### src/rtl/mem_access_unit.sv
// mem_access_unit: EX/MEM-to-WB memory stage with a data-memory handshake, alignment check and ack timeout.
// Ports: clk, reset (async, active high); in_* are the EX/MEM pipeline values;
// mem_req/mem_we/mem_addr/mem_wdata and mem_ack/mem_rdata form the data-memory port;
// stall holds upstream stages; out_* are the MEM/WB values;
// misaligned_err is a one-cycle pulse and timeout_err is sticky until reset.
module mem_access_unit #(
    parameter int TIMEOUT = 255
) (
    input  logic        clk,
    input  logic        reset,
    input  logic        in_valid,
    input  logic        in_MemRead,
    input  logic        in_MemWrite,
    input  logic        in_RegWrite,
    input  logic        in_MemtoReg,
    input  logic [31:0] in_ALUResult,
    input  logic [31:0] in_ReadData2,
    input  logic [4:0]  in_WriteReg,
    output logic        mem_req,
    output logic        mem_we,
    output logic [31:0] mem_addr,
    output logic [31:0] mem_wdata,
    input  logic        mem_ack,
    input  logic [31:0] mem_rdata,
    output logic        stall,
    output logic        out_valid,
    output logic        out_RegWrite,
    output logic [4:0]  out_WriteReg,
    output logic [31:0] out_WriteData,
    output logic        misaligned_err,
    output logic        timeout_err
);
    typedef enum logic {IDLE, ACCESS} state_t;
    state_t state, state_nxt;
    logic [8:0] cnt;
    logic mem_op, aligned, start, expire;
    assign mem_op  = in_valid && (in_MemRead || in_MemWrite);
    assign aligned = in_ALUResult[1:0] == 2'b00;
    assign start   = state == IDLE && mem_op && aligned;
    // The last waiting cycle is the one whose increment would bring the counter to TIMEOUT,
    // so exactly TIMEOUT ACCESS cycles are spent before giving up.
    assign expire  = state == ACCESS && !mem_ack && cnt == 9'(TIMEOUT - 1);
    assign mem_req = state == ACCESS;
    assign stall   = !reset && (start || (state == ACCESS && !mem_ack && !expire));
    always_ff @(posedge clk or posedge reset) begin
        if (reset) state <= IDLE;
        else state <= state_nxt;
    end
    always_comb begin
        state_nxt = state;
        if (start) state_nxt = ACCESS;
        else if (state == ACCESS && (mem_ack || expire)) state_nxt = IDLE;
    end
    always_ff @(posedge clk or posedge reset) begin
        if (reset) begin
            mem_we         <= 1'b0;
            mem_addr       <= '0;
            mem_wdata      <= '0;
            cnt            <= '0;
            out_valid      <= 1'b0;
            out_RegWrite   <= 1'b0;
            out_WriteReg   <= '0;
            out_WriteData  <= '0;
            misaligned_err <= 1'b0;
            timeout_err    <= 1'b0;
        end else begin
            misaligned_err <= 1'b0;
            if (start) begin
                mem_addr     <= in_ALUResult;
                mem_wdata    <= in_ReadData2;
                mem_we       <= in_MemWrite;
                cnt          <= '0;
                out_valid    <= 1'b0;
                out_RegWrite <= 1'b0;
            end else if (state == ACCESS) begin
                if (mem_ack) begin
                    out_valid     <= 1'b1;
                    out_RegWrite  <= in_RegWrite && !in_MemWrite;
                    out_WriteReg  <= in_WriteReg;
                    out_WriteData <= in_MemtoReg ? mem_rdata : in_ALUResult;
                end else if (expire) begin
                    out_valid    <= 1'b1;
                    out_RegWrite <= 1'b0;
                    timeout_err  <= 1'b1;
                end else begin
                    cnt          <= cnt + 9'd1;
                    out_valid    <= 1'b0;
                    out_RegWrite <= 1'b0;
                end
            end else if (!in_valid) begin
                out_valid    <= 1'b0;
                out_RegWrite <= 1'b0;
            end else if (mem_op) begin
                // Misaligned access: retire without touching memory and without writeback.
                out_valid      <= 1'b1;
                out_RegWrite   <= 1'b0;
                misaligned_err <= 1'b1;
            end else begin
                out_valid     <= 1'b1;
                out_RegWrite  <= in_RegWrite;
                out_WriteReg  <= in_WriteReg;
                out_WriteData <= in_ALUResult;
            end
        end
    end
endmodule
### config.mk
export PLATFORM = sky130hd
export DESIGN_NAME = mem_access_unit
export DESIGN_NICKNAME = d
export VERILOG_FILES = /design/src/rtl/mem_access_unit.sv
export SDC_FILE = /design/constraint.sdc
export NUM_CORES = 1
export LEC_CHECK = 0
export ABC_AREA = 1
export BUFFER_PORTS_ARGS = -buffer_cell sky130_fd_sc_hd__clkbuf_2
export CAP_MARGIN = 25
export CORE_MARGIN = 2
export CORE_UTILIZATION = 45
export DETAILED_ROUTE_END_ITERATION = 10
export PLACE_DENSITY = 0.79
export SLEW_MARGIN = 20
export SYNTH_ARGS = -nofsm -noshare
export SYNTH_HDL_FRONTEND = slang
export SYNTH_SLANG_ARGS = --single-unit
### constraint.sdc
create_clock -name clk -period 4.84 [get_ports clk]
set_input_delay 0.968 -clock clk [delete_from_list [all_inputs] [get_ports clk]]
set_output_delay 0.968 -clock clk [all_outputs]
set_load 0.005 [all_outputs]
==> results.sh, run 1 <==
export IMPL_outcome="complete, no violations"
export IMPL_cap_violations=0
export IMPL_synth_largest_area_cell="dfrtp_1"
export IMPL_drive_gt1_share_pct=40.9
export IMPL_finalCriticalPeriod_ns=2.81
export IMPL_rsz0062_at_grt="false"
export IMPL_cp_max_fo=8
export IMPL_cts_inserted_buffers=17
export IMPL_hp_class="reg2reg"
export IMPL_fmax_ghz=0.356
export IMPL_drc=0
export IMPL_worstMarginPinSlew_ns=0.966
export IMPL_setup_ws_ns=2.03
export IMPL_clockRootBuffer="clkbuf_16"
export IMPL_rows=38
export IMPL_synthTopCellsByArea="dfrtp_1 (57%), nand2_1 (19%), mux2i_1 (6.3%)"
export IMPL_swShare_pct=26.2
export IMPL_synth_area_per_cell_um2=9.50
export IMPL_first_global_vias=4264
export IMPL_internal_power_w=0.00231
export IMPL_ios=217
export IMPL_cp_common_cell="clkbuf_2"
export IMPL_coreArea_um2=10900
export IMPL_grt_pass1_wl_mm=20.6
export IMPL_start_util_pct=46.6
export IMPL_antenna_found_initial=0
export IMPL_final_util_pct=63.0
export IMPL_synth_edf_count=0
export IMPL_grt_overflow=0
export IMPL_cts_resized_gates=0
export IMPL_cp_arrival_ns=1.84
export IMPL_crit_chain="clkbuf_2 > nor2_2 > nand4_4 > nand2_4 > clkinv_4 > nor2_1 > clkbuf_2"
export IMPL_drtAntennaViolNets=0
export IMPL_synth_cell_types=26
export IMPL_cts_setup_buffers=0
export IMPL_clock_sinks=116
export IMPL_p_clk_share_pct=43.2
export IMPL_cp_slowest_cell="nor2_2"
export IMPL_hold_violations=0
export IMPL_drt_total_wl_mm=13.2
export IMPL_path_clk_slew_ns=0.05
export IMPL_fillers=911
export IMPL_mostFrequentLayoutCell="nand2_1"
export IMPL_powerDensity_nw_per_um2=455
export IMPL_required_ns=3.87
export IMPL_synth_top_area_share_pct=57.0
export IMPL_syn_area_um2=5090
export IMPL_finClkSkew_ns=0.0159
export IMPL_vias_per_cell=4.89
export IMPL_synth_flop_cell="dfrtp_1"
export IMPL_ys_seq_elements=116
export IMPL_die_h_um=110
export IMPL_maxSlewViolCount=0
export IMPL_slowest_delay_ns=0.18
export IMPL_wl_per_cell_um=14.6
export IMPL_async_flop_share_pct=100
export IMPL_finalNetCount=863
export IMPL_startpoint_type="input port"
export IMPL_clk_path_buf_depth=2
export IMPL_finalCritPeriodShare_pct=58.0
export IMPL_synth_cells=536
export IMPL_end_kind="output pin"
export IMPL_htree_levels=4
export IMPL_gp_congestion=0.869
export IMPL_ys_seq_area_share_pct=57.0
export IMPL_initialDrtViolationCount=231
export IMPL_clk_latency_ns=0.41
export IMPL_seqPwrFrac_pct=39.8
export IMPL_startpoint="in_ALUResult[0]"
export IMPL_area_delta_synth_final_pct=35.3
export IMPL_track_usage_pct=22.3
export IMPL_finalSetupViolCount=0
export IMPL_drtPass1Iterations=8
export IMPL_grt_start_max_net_pins=75
export IMPL_path_class="in2out"
export IMPL_hp_start="mem_addr[12]"
export IMPL_cts_tree="yes"
export IMPL_final_cell_mix="nand2_1 (252), clkbuf_2 (216), dfrtp_1 (116)"
export IMPL_pre_cts_ws_ns=1.77
export IMPL_cts_hold_buf=0
export IMPL_switching_power_w=0.000821
export IMPL_power_frac_comb_pct=17.0
export IMPL_multi_input_area_um2=1950
export IMPL_vias=4427
export IMPL_ir_drop_mv=0.232
export IMPL_fin_tns_setup_ns=0
export IMPL_synth_fp_nets=647
export IMPL_regArea_um2=2900
export IMPL_slew_headroom_pct=35.6
export IMPL_dp_final_hpwl_mm=9.07
export IMPL_die_w_um=110
export IMPL_p_leak_nw=3.98
export IMPL_r2r_start="mem_req"
export IMPL_ys_warnings_count=0
export IMPL_io_buffers=216
export IMPL_dieArea_um2=12200
export IMPL_diodes=0
-- routing by layer --
layer  vias up  track usage (%)  share of wire (%)
li1       2137                -                  -
met1      2086             27.1                 41
met2       184             37.4                 50
met3        20             6.58                6.5
met4         0             8.75                1.8
met5         -                0                  0
-- power by group through the flow --
stage / Combinational, W / Clock [W] / Sequential, W
after floorplan: 0.000263 / 0 / 0.00126
after global placement: 0.000521 / 0 / 0.00125
after detailed placement: 0.000540 / 0 / 0.00126
after CTS: 0.000542 / 0.00138 / 0.00125
after global routing: 0.000604 / 0.00143 / 0.00127
final: 0.000534 / 0.00135 / 0.00125
-- sequential cells by signal, indices dropped and copies added (netlist names), 5 cells and up --
register,count
mem_wdata,32
cnt,9
out_WriteData,32
mem_addr,32
out_WriteReg,5
-- path summary, 6_finish.rpt --
path                           endpoint  cells after the start  slack (ns)
min reg2reg                mem_addr[12]                      2        0.47
max in group asynchronous   mem_addr[3]                      3        3.27
min                        mem_addr[12]                      2        0.47
max                               stall                      7        2.03
max reg2reg                      cnt[4]                      8        2.45
min in group asynchronous        mem_we                      2        0.66
-- layout make-up --
class / count / share of cell area, %
Sequential cell: 116 / 42.2
Multi-Input combinational cell: 380 / 28.3
Timing Repair Buffer: 221 / 16.6
Clock buffer: 24 / 7.29
Tap cell: 140 / 2.54
Clock inverter: 8 / 2.11
Inverter: 16 / 0.981
-- through the flow --
step	area, um^2	total power, W	std cells	hold slack, ns
6_report	6890	0.00314	905	0.475
5_1_grt	6890	0.00330	905	0.496
4_1_cts	6850	0.00317	903	0.480
3_5_place_dp	6200	0.00180	871	0.464
3_3_place_gp	6200	0.00177	871	0.454
2_1_floorplan	5090	0.00152	536	0.465
-- cell families (layout without fill, tap and decap cells) --
logic type	after synthesis	after routing	share of synthesized area, %
compound gates	37	37	6.12
xor+xnor	3	3	0.516
fa+ha+maj	2	2	0.491
buf+inv	40	269	4.67
flops	116	116	57.0
mux	32	32	6.29
simple gates	306	306	24.9
-- critical path, delay by kind of cell --
| kind | cells | cell delay (ns) |
|---|---|---|
| buffers and inverters | 3 | 0.31 |
| and+or+nand+nor | 4 | 0.55 |
-- cell usage after synthesis, types with 7 or more instances --
master / instances
inv_2: 7
nand3_1: 14
o21ai_2: 32
buf_6: 8
mux2i_1: 32
nand2_2: 10
nand2_1: 252
buf_2: 15
nor2_1: 16
dfrtp_1: 116
inv_1: 8
Power figures use the tool's default switching activity.
==> run 2: changes to the inputs <==
- CORE_UTILIZATION: 45 -> 43
- clock period: 4.84 -> 2.53 ns (I/O delays scaled with it)
==> run 2 against run 1 <==
Final cell count up 1.1%. Sequential cell count unchanged. Clock power up 78%. Clock skew down 0.0074 ns. Register-to-register slack worse by 1.6 ns. Sequential power up 90%. Hold slack worse by 0.28 ns. Highest routed layer unchanged.
==> results.sh, run 2 (synthesis results as in run 1) <==
export IMPL_drive_gt1_share_pct=41.3
export IMPL_rsz0062_at_grt="false"
export IMPL_hp_class="in2async"
export IMPL_reg_largest_list="mem_addr: 32 flops, mem_wdata: 32 flops, out_WriteData: 32 flops"
export IMPL_vias=4319
export IMPL_drtAntennaViolNets=0
export IMPL_vias_per_cell=4.72
export IMPL_maxSlewViolCount=0
export IMPL_cts_setup_buffers=0
export IMPL_cap_violations=0
export IMPL_rows=39
export IMPL_first_global_vias=4266
export IMPL_seqPwrFrac_pct=40.8
export IMPL_cts_inserted_buffers=17
export IMPL_worstMarginPinSlew_ns=0.653
export IMPL_cts_tree="yes"
export IMPL_wl_per_cell_um=13.6
export IMPL_track_usage_pct=20.7
export IMPL_io_buffers=216
export IMPL_dieArea_um2=12700
export IMPL_die_w_um=113
export IMPL_fin_tns_setup_ns=0
export IMPL_total_power_w=0.00581
export IMPL_drtPass1Iterations=5
export IMPL_hold_violations=0
export IMPL_ios=217
export IMPL_clk_latency_ns=0.40
export IMPL_slew_headroom_pct=56.4
export IMPL_clk_path_buf_depth=2
export IMPL_ir_drop_mv=0.430
export IMPL_dp_final_hpwl_mm=9.10
export IMPL_powerDensity_nw_per_um2=839
export IMPL_finalSetupViolCount=0
export IMPL_fmax_ghz=0.441
export IMPL_initialDrtViolationCount=234
export IMPL_p_leak_nw=4.00
export IMPL_die_h_um=113
export IMPL_finalNetCount=870
export IMPL_end_kind="output pin"
export IMPL_cts_hold_buf=0
export IMPL_cp_arrival_ns=1.76
export IMPL_swShare_pct=26.7
export IMPL_finClkSkew_ns=0.00848
export IMPL_fin_area_um2=6930
export IMPL_htree_levels=4
export IMPL_whs_ns=0.193
export IMPL_area_delta_synth_final_pct=36.1
export IMPL_p_clk_share_pct=41.2
export IMPL_path_clk_slew_ns=0.05
export IMPL_drt_total_wl_mm=12.5
export IMPL_required_ns=2.02
export IMPL_clock_sinks=116
export IMPL_grt_start_max_net_pins=47
export IMPL_rrSetupSlack_ns=0.87
export IMPL_finalCriticalPeriod_ns=2.27
export IMPL_clockRootBuffer="clkbuf_16"
export IMPL_startpoint_type="register"
export IMPL_grt_pass1_wl_mm=20.8
export IMPL_grt_overflow=0
export IMPL_start_util_pct=44.4
export IMPL_coreArea_um2=11500
export IMPL_gp_congestion=0.852
export IMPL_drc=0
export IMPL_final_cell_mix="nand2_1 (252), clkbuf_2 (216), dfrtp_1 (116)"
export IMPL_cts_resized_gates=0
export IMPL_power_frac_comb_pct=18.0
export IMPL_dpl_cell_area_um2=6330
export IMPL_switching_power_w=0.00155
export IMPL_finalCritPeriodShare_pct=89.6
export IMPL_internal_power_w=0.00426
export IMPL_antenna_found_initial=0
export IMPL_outcome="complete, no violations"
export IMPL_path_class="reg2out"
export IMPL_mostFrequentLayoutCell="nand2_1"
export IMPL_diodes=0
export IMPL_cp_max_fo=8
-- run 2: cell types whose count changed in the layout (fill, tap and decap cells not counted), sizes merged --
| cell | previous run | this run |
|---|---|---|
| clkinvlp | 2 | 3 |
| clkbuf | 240 | 238 |
| buf | 5 | 12 |
| bufinv | 4 | 3 |
| inv | 15 | 14 |
| clkinv | 3 | 6 |
-- run 2: through the flow --
step | util (%) | std cells | setup slack, ns
after detailed placement | 55.2 | 883 | 0.640
final | 60.4 | 915 | 0.263
after floorplan | - | 536 | 0.611
after global routing | 60.4 | 915 | 0.116
after global placement | 55.2 | 883 | 0.656
after CTS | 60.4 | 915 | 0.230
-- run 2: worst max-delay path: stages, from the launching register on --
cell	delay (ns)
dfrtp_1	0.40
inv_1	0.10
ha_1	0.15
nand2_1	0.05
nor2_1	0.14
nand2_1	0.11
nand2_2	0.10
nand2_4	0.09
clkinv_4	0.09
nor2_1	0.04
clkbuf_2	0.10
-- run 2: layer usage --
metal / GRT usage [%] / part of all wire [%]
met5: 0 / 0
met4: 6.42 / 1.2
met3: 6.37 / 7.1
met2: 34.8 / 50
met1: 25.6 / 42
-- run 2: power groups by stage --
stage               clock (W)  sequential, W  combinational, W
floorplan                   0        0.00241          0.000503
global placement            0        0.00239           0.00104
detailed placement          0        0.00239           0.00106
CTS                   0.00244        0.00237           0.00107
global route          0.00256        0.00241           0.00118
finish                0.00240        0.00237           0.00104
-- run 2: worst paths after layout --
path,startpoint,cells after the start,end
max,cnt[0],10,stall
min,reset,2,mem_wdata[25]
max reg2reg,mem_req,7,mem_wdata[6]
min reg2reg,out_WriteReg[4],2,out_WriteReg[4]
max in group asynchronous,reset,3,mem_addr[30]
min in group clk,in_ReadData2[1],3,mem_wdata[1]
-- run 2: layout make-up --
class | count | area (um^2)
Fill cell | 1023 | 4540
Sequential cell | 116 | 2900
Multi-Input combinational cell | 380 | 1950
Timing Repair Buffer | 228 | 1230
Clock buffer | 22 | 464
Tap cell | 143 | 179
Clock inverter | 10 | 130
Inverter | 16 | 68.8
